<file path="src/rtl/sp_ram_pkg.sv">
// Shared constants for the single-port RAM: read-during-write modes and init FSM states.
package sp_ram_pkg;

   localparam int unsigned READ_FIRST  = 0;
   localparam int unsigned WRITE_FIRST = 1;
   localparam int unsigned NO_CHANGE   = 2;
   localparam int unsigned WRITE_ZERO  = 3;

   typedef enum logic {
      INIT = 1'b0,
      IDLE = 1'b1
   } init_state_e;

endpackage

</file>
<file path="src/rtl/sp_ram_init_seq.sv">
// Post-reset zero-fill sequencer: sweeps every address once, then stays idle until reset.
module sp_ram_init_seq
   import sp_ram_pkg::*;
#(
   parameter int unsigned ADDR_W     = 5,
   parameter int unsigned INIT_CLEAR = 1
) (
   input  logic              clk_i,
   input  logic              rst_i,
   output logic              init_busy_o,
   output logic [ADDR_W-1:0] init_addr_o,
   output logic              init_we_o
);

   localparam init_state_e RST_STATE = (INIT_CLEAR != 0) ? INIT : IDLE;

   init_state_e       state_q, state_d;
   logic [ADDR_W-1:0] cnt_q, cnt_d;

   always_ff @(posedge clk_i or posedge rst_i) begin
      if (rst_i) begin
         state_q <= RST_STATE;
         cnt_q   <= '0;
      end else begin
         state_q <= state_d;
         cnt_q   <= cnt_d;
      end
   end

   always_comb begin
      state_d = state_q;
      cnt_d   = cnt_q;
      case (state_q)
         INIT: begin
            cnt_d = cnt_q + ADDR_W'(1);
            // Last address of the sweep reached once the counter is all ones.
            if (&cnt_q) state_d = IDLE;
         end
         IDLE:    state_d = IDLE;
         default: state_d = IDLE;
      endcase
   end

   assign init_busy_o = (state_q == INIT);
   assign init_we_o   = (state_q == INIT);
   assign init_addr_o = cnt_q;

endmodule

</file>
<file path="src/rtl/sp_ram_modes.sv">
// Single-port RAM with byte-lane writes, selectable read-during-write behaviour,
// optional output register and an optional post-reset zero-fill sweep.
module sp_ram_modes
   import sp_ram_pkg::*;
#(
   parameter int unsigned DATA_W     = 8,
   parameter int unsigned LANE_W     = 4,
   parameter int unsigned ADDR_W     = 5,
   parameter int unsigned READ_MODE  = 0,
   parameter int unsigned OUT_REG    = 0,
   parameter int unsigned INIT_CLEAR = 1
) (
   input  logic                     clk,
   input  logic                     rst,
   input  logic                     en,
   input  logic                     we,
   input  logic [DATA_W/LANE_W-1:0] be,
   input  logic [ADDR_W-1:0]        addr,
   input  logic [DATA_W-1:0]        di,
   output logic [DATA_W-1:0]        dout,
   output logic                     rd_valid,
   output logic                     init_busy
);

   localparam int unsigned NUM_LANES = DATA_W / LANE_W;
   localparam int unsigned DEPTH     = 2 ** ADDR_W;

   logic [DATA_W-1:0] mem_q [DEPTH];

   logic [ADDR_W-1:0] init_addr;
   logic              init_we;

   logic              access_c;
   logic              wr_c;
   logic [DATA_W-1:0] rd_word_c;
   logic [DATA_W-1:0] merged_c;
   logic              mem_we_c;
   logic [ADDR_W-1:0] mem_addr_c;
   logic [DATA_W-1:0] mem_wdata_c;

   logic [DATA_W-1:0] dout1_q, dout1_d;
   logic              rv1_q, rv1_d;

   sp_ram_init_seq #(
      .ADDR_W     (ADDR_W),
      .INIT_CLEAR (INIT_CLEAR)
   ) u_init_seq (
      .clk_i       (clk),
      .rst_i       (rst),
      .init_busy_o (init_busy),
      .init_addr_o (init_addr),
      .init_we_o   (init_we)
   );

   assign access_c  = en & ~init_busy;
   assign wr_c      = access_c & we;
   assign rd_word_c = mem_q[addr];

   always_comb begin
      merged_c = rd_word_c;
      for (int k = 0; k < NUM_LANES; k++) begin
         if (be[k]) merged_c[k*LANE_W +: LANE_W] = di[k*LANE_W +: LANE_W];
      end
   end

   // The sweep owns the single memory port while it runs; user accesses are gated off.
   always_comb begin
      mem_we_c    = init_we | wr_c;
      mem_addr_c  = init_we ? init_addr : addr;
      mem_wdata_c = init_we ? '0 : merged_c;
   end

   always_ff @(posedge clk) begin
      if (mem_we_c) mem_q[mem_addr_c] <= mem_wdata_c;
   end

   always_comb begin
      dout1_d = dout1_q;
      rv1_d   = 1'b0;
      if (access_c) begin
         if (we) begin
            case (READ_MODE)
               READ_FIRST:  dout1_d = rd_word_c;
               WRITE_FIRST: dout1_d = merged_c;
               WRITE_ZERO:  dout1_d = '0;
               default:     dout1_d = dout1_q;
            endcase
         end else begin
            dout1_d = rd_word_c;
            rv1_d   = 1'b1;
         end
      end
   end

   always_ff @(posedge clk or posedge rst) begin
      if (rst) begin
         dout1_q <= '0;
         rv1_q   <= 1'b0;
      end else begin
         dout1_q <= dout1_d;
         rv1_q   <= rv1_d;
      end
   end

   if (OUT_REG != 0) begin : g_oreg
      logic [DATA_W-1:0] dout2_q;
      logic              rv2_q;

      always_ff @(posedge clk or posedge rst) begin
         if (rst) begin
            dout2_q <= '0;
            rv2_q   <= 1'b0;
         end else begin
            dout2_q <= dout1_q;
            rv2_q   <= rv1_q;
         end
      end

      assign dout     = dout2_q;
      assign rd_valid = rv2_q;
   end else begin : g_noreg
      assign dout     = dout1_q;
      assign rd_valid = rv1_q;
   end

endmodule

</file>
<file path="config.mk">
export PLATFORM = sky130hd
export DESIGN_NAME = sp_ram_modes
export DESIGN_NICKNAME = d
export VERILOG_FILES = /design/src/rtl/sp_ram_pkg.sv /design/src/rtl/sp_ram_init_seq.sv /design/src/rtl/sp_ram_modes.sv
export SDC_FILE = /design/constraint.sdc
export NUM_CORES = 1
export LEC_CHECK = 0
export BUFFER_PORTS_ARGS = -buffer_cell sky130_fd_sc_hd__buf_2
export CAP_MARGIN = 10
export CELL_PAD_IN_SITES_DETAIL_PLACEMENT = 0
export CELL_PAD_IN_SITES_GLOBAL_PLACEMENT = 1
export CORE_AREA = 4 4 158 160
export DETAILED_ROUTE_END_ITERATION = 10
export DIE_AREA = 0 0 162 164
export PLACE_DENSITY_LB_ADDON = 0.1
export SLEW_MARGIN = 25
export SYNTH_ARGS = -nofsm -noshare
export SYNTH_HDL_FRONTEND = slang
export SYNTH_HIERARCHICAL = 1
export SYNTH_SLANG_ARGS = --single-unit
</file>
<file path="constraint.sdc">
create_clock -name clk -period 2.1 [get_ports clk]
set_input_delay 0.105 -clock clk [delete_from_list [all_inputs] [get_ports clk]]
set_output_delay 0.105 -clock clk [all_outputs]
set_load 0.005 [all_outputs]
</file>
==> out/qor.log <==
qor: global_route.initial_antenna_violation_count 0
qor: timing.period_needed 2.10 ns
qor: route.drt_iter0_drc 444
qor: cts.cts_tree yes
qor: yosys.postSynthNetCount 681
qor: cells_and_area.finalNetCount 801
qor: placed_design.dpl.hpwl 18.2 mm
qor: critical_path.worstSetupEndpointType register
qor: global_route.total_congestion_overflow 0
qor: critical_path.cp.buffers_inverters 2
qor: timing.worst_pin_slew 0.578 ns
qor: route.finalWirelength 27.0 mm
qor: placed_design.place_congestion 0.799
qor: route.detail_route.vias_per_cell 5.49
qor: floorplan.core_area 23,400 um2
qor: floorplan.rows 56
qor: global_route.grt_max_degree 33
qor: floorplan.fp.dieH 164 um
qor: yosys.synth_area 11,100 um2
qor: cts.cts.root.buffer_cell sky130_fd_sc_hd__clkbuf_16
qor: floorplan.dieArea 26,600 um2
qor: timing.grt_setup_unrepaired yes
qor: timing.max_clock_freq 0.477 GHz
qor: timing.report.final.setup_viol 0
qor: cells_and_area.post_route_cells_drive_above_1_share 0.303
qor: global_route.global_route_wire_length_before_repair 39.9 mm
qor: placed_design.place.detailed.instances 1,048
qor: run_status.run_status finished clean
qor: critical_path.critPathKind reg -> reg
qor: placed_design.dpl_cell_area 12,500 um2
qor: cts.cts_max_path_buffers 3
qor: critical_path.start_kind register
qor: cts.clk_latency 0.54 ns
qor: power_and_ir_drop.totalPowerFinal 12,100 uW
qor: global_route.grt_pass1_vias 6,263
qor: yosys.synth_seq_area_share 0.726
qor: timing.hold_violations 0
qor: route.detail_route.wl_per_cell 24.1 um
qor: critical_path.critPathMaxFanout 8
qor: floorplan.initial_core_util 0.474
qor: timing.clock_skew 0.0190 ns
qor: global_route.grtUsageTotal 0.204
qor: cells_and_area.area_overhead_of_the_layout_relative_to_synthesis 24.3%
qor: critical_path.critical-path-top-delay-family simple AND/OR/NAND/NOR gates
qor: cts.cts-buffers-inserted 29
qor: power_and_ir_drop.worst_ir_drop_vdd 0.000643 V
qor: route.dr_total_vias 6,145
qor: cells_and_area.layout.cells.non_filler 1,120
qor: cts.h-tree-depth 1
qor: yosys.ys.warnings.count 6
qor: route.dr.pass1.iters 5
qor: critical_path.timing.critical_path.slowest_stage_cell sky130_fd_sc_hd__or3_4
qor: critical_path.timing.critical_path.required 2.32 ns
qor: placed_design.port-buffer-count 28
qor: power_and_ir_drop.static-leakage-power 0.00492 uW
qor: yosys.syn_avg_cell_area 16.8 um2
qor: floorplan.die-width 162 um
qor: cts.cts.sink_count 271
qor: power_and_ir_drop.p_per_area 877 nW/um2
qor: route.antenna_violating_nets_left 0
qor: cts.clk_pin_slew 0.06 ns
qor: timing.period_share 0.999
qor: timing.slew_headroom 0.614
qor: route.detail_route.drc_violations 0
qor: cells_and_area.layout.cells.most_common sky130_fd_sc_hd__edfxtp_1
qor: floorplan.floorplan.io_pins 29
qor: cells_and_area.layout_common_cells sky130_fd_sc_hd__edfxtp_1 (256), sky130_fd_sc_hd__mux2i_1 (130), sky130_fd_sc_hd__buf_4 (65), sky130_fd_sc_hd__a22oi_1 (64), sky130_fd_sc_hd__a21oi_1 (39)
qor: flow_run.max-cap-violations 0
qor: min_path.timing.hold.worst.class in -> async
qor: cells_and_area.antenna_cells_inserted 0
qor: critical_path.critPathMaxStageDelay 0.45 ns
qor: yosys.synth.distinct_cells 34
qor: critical_path.worst-endpoint-arrival 2.32 ns
qor: yosys.netlist_instances 660
qor: timing.maxSlewViolCount 0
qor: critical_path.worstPathCellList clkinvlp_4, buf_12, mux2_4, or3_4, nor2_4
qor: yosys.postSynthRegisterBits 271
qor: cells_and_area.postLayoutCellArea 13,800 um2
what timing repair did:
action / in CTS / in global routing
pin swaps: 12 / 12
setup buffers: 9 / 9
hold endpoints to repair: 16 / 0
resized for setup: 4 / 4
endpoints found under the setup margin: 171 / 262
hold buffers: 2 / 0
where the power goes:
| group | total, uW | internal [uW] | switching, uW | leakage (uW) |
|---|---|---|---|---|
| logic | 999 | 415 | 584 | 0.00200 |
| clock network | 5040 | 3050 | 1980 | 0.000467 |
| registers | 6060 | 6040 | 19.6 | 0.00246 |
cell usage after synthesis, drive strengths merged:
library cell | instances | area [um2]
edfxtp | 256 | 7690
mux2i | 132 | 1320
a22oi | 64 | 480
a21oi | 40 | 200
nor2 | 38 | 143
buf | 30 | 258
dfrtp | 15 | 375
inv | 12 | 45.0
mux2 | 12 | 143
clkbuf | 10 | 50.0
nand2 | 10 | 37.5
nor4 | 8 | 100
o21a | 8 | 60.1
nand3 | 4 | 20.0
nor2b | 4 | 25.0
nand2b | 3 | 26.3
xnor2 | 3 | 33.8
ha | 2 | 25.0
o21ai | 2 | 10.0
or2 | 2 | 12.5
or3 | 2 | 12.5
and2 | 1 | 6.26
and3 | 1 | 6.26
nand4b | 1 | 23.8
area by class of cell:
cell class	instances	area, um2
Inverter	12	48.8
Tap cell	319	399
Fill cell	1802	9610
Timing Repair Buffer	129	1340
Clock inverter	15	179
Multi-Input combinational cell	337	3000
Clock buffer	37	766
Sequential cell	271	8060
worst reg2reg max path, stage by stage (launching register included):
cell and delay (ns):
sky130_fd_sc_hd__dfrtp_1 0.39, sky130_fd_sc_hd__clkinvlp_4 0.17, sky130_fd_sc_hd__buf_12 0.17, sky130_fd_sc_hd__mux2_4 0.32, sky130_fd_sc_hd__or3_4 0.45, sky130_fd_sc_hd__nor2_4 0.29
sequential cells by signal (all words and copies together) (netlist names):
name	cells
mem_q	256
dout	8
u_init_seq/init_addr_o	5
rd_valid	1
u_init_seq/state_q	1
path summary, 6_finish.rpt:
| kind | start | end | slack, ns | depth (start not counted) |
|---|---|---|---|---|
| worst max-delay path | u_init_seq/state_q | mem_q[15][1] | 0.002 | 5 |
| worst min register to register | dout[1] | dout[1] | 0.50 | 1 |
| worst max register to register | u_init_seq/state_q | mem_q[15][1] | 0.002 | 5 |
| min in group clk | en | rd_valid | 0.14 | 4 |
| max in group asynchronous | rst | dout[6] | 1.72 | 3 |
| worst min-delay path | rst | u_init_seq/init_addr_o[0] | 0.07 | 3 |
kinds of logic (layout without fill, tap and decap cells):
family,count (synthesis),after routing,synth area share
and+or+nand+nor,74,74,0.0372
xor gates and xnor gates,3,3,0.00304
AOI/OAI and AO/OA,114,114,0.0676
buffers and inverters,52,193,0.0318
muxes,144,144,0.132
DFF,271,271,0.726
adders and majority gates,2,2,0.00225
metrics by stage:
step                      hold slack, ns  utilization  setup slack (ns)  setup TNS [ns]
after floorplan                   -0.104            -           0.00209               0
after global placement            0.0466        0.534            -0.272          -35.61
after detailed placement          0.0489        0.534            -0.310          -44.69
after CTS                         0.0423        0.582           0.00754               0
after global routing              0.0866        0.589           -0.0603           -2.84
final                             0.0686        0.589           0.00204               0
per-layer routing:
layer,vias to the layer above,GRT usage,routed length (um)
met2,153,0.348,13500
li1,2823,-,-
met4,0,0.0557,697
met3,40,0.0314,1260
met1,3129,0.275,11500
met5,-,0,0
Power figures use the tool's default switching activity.
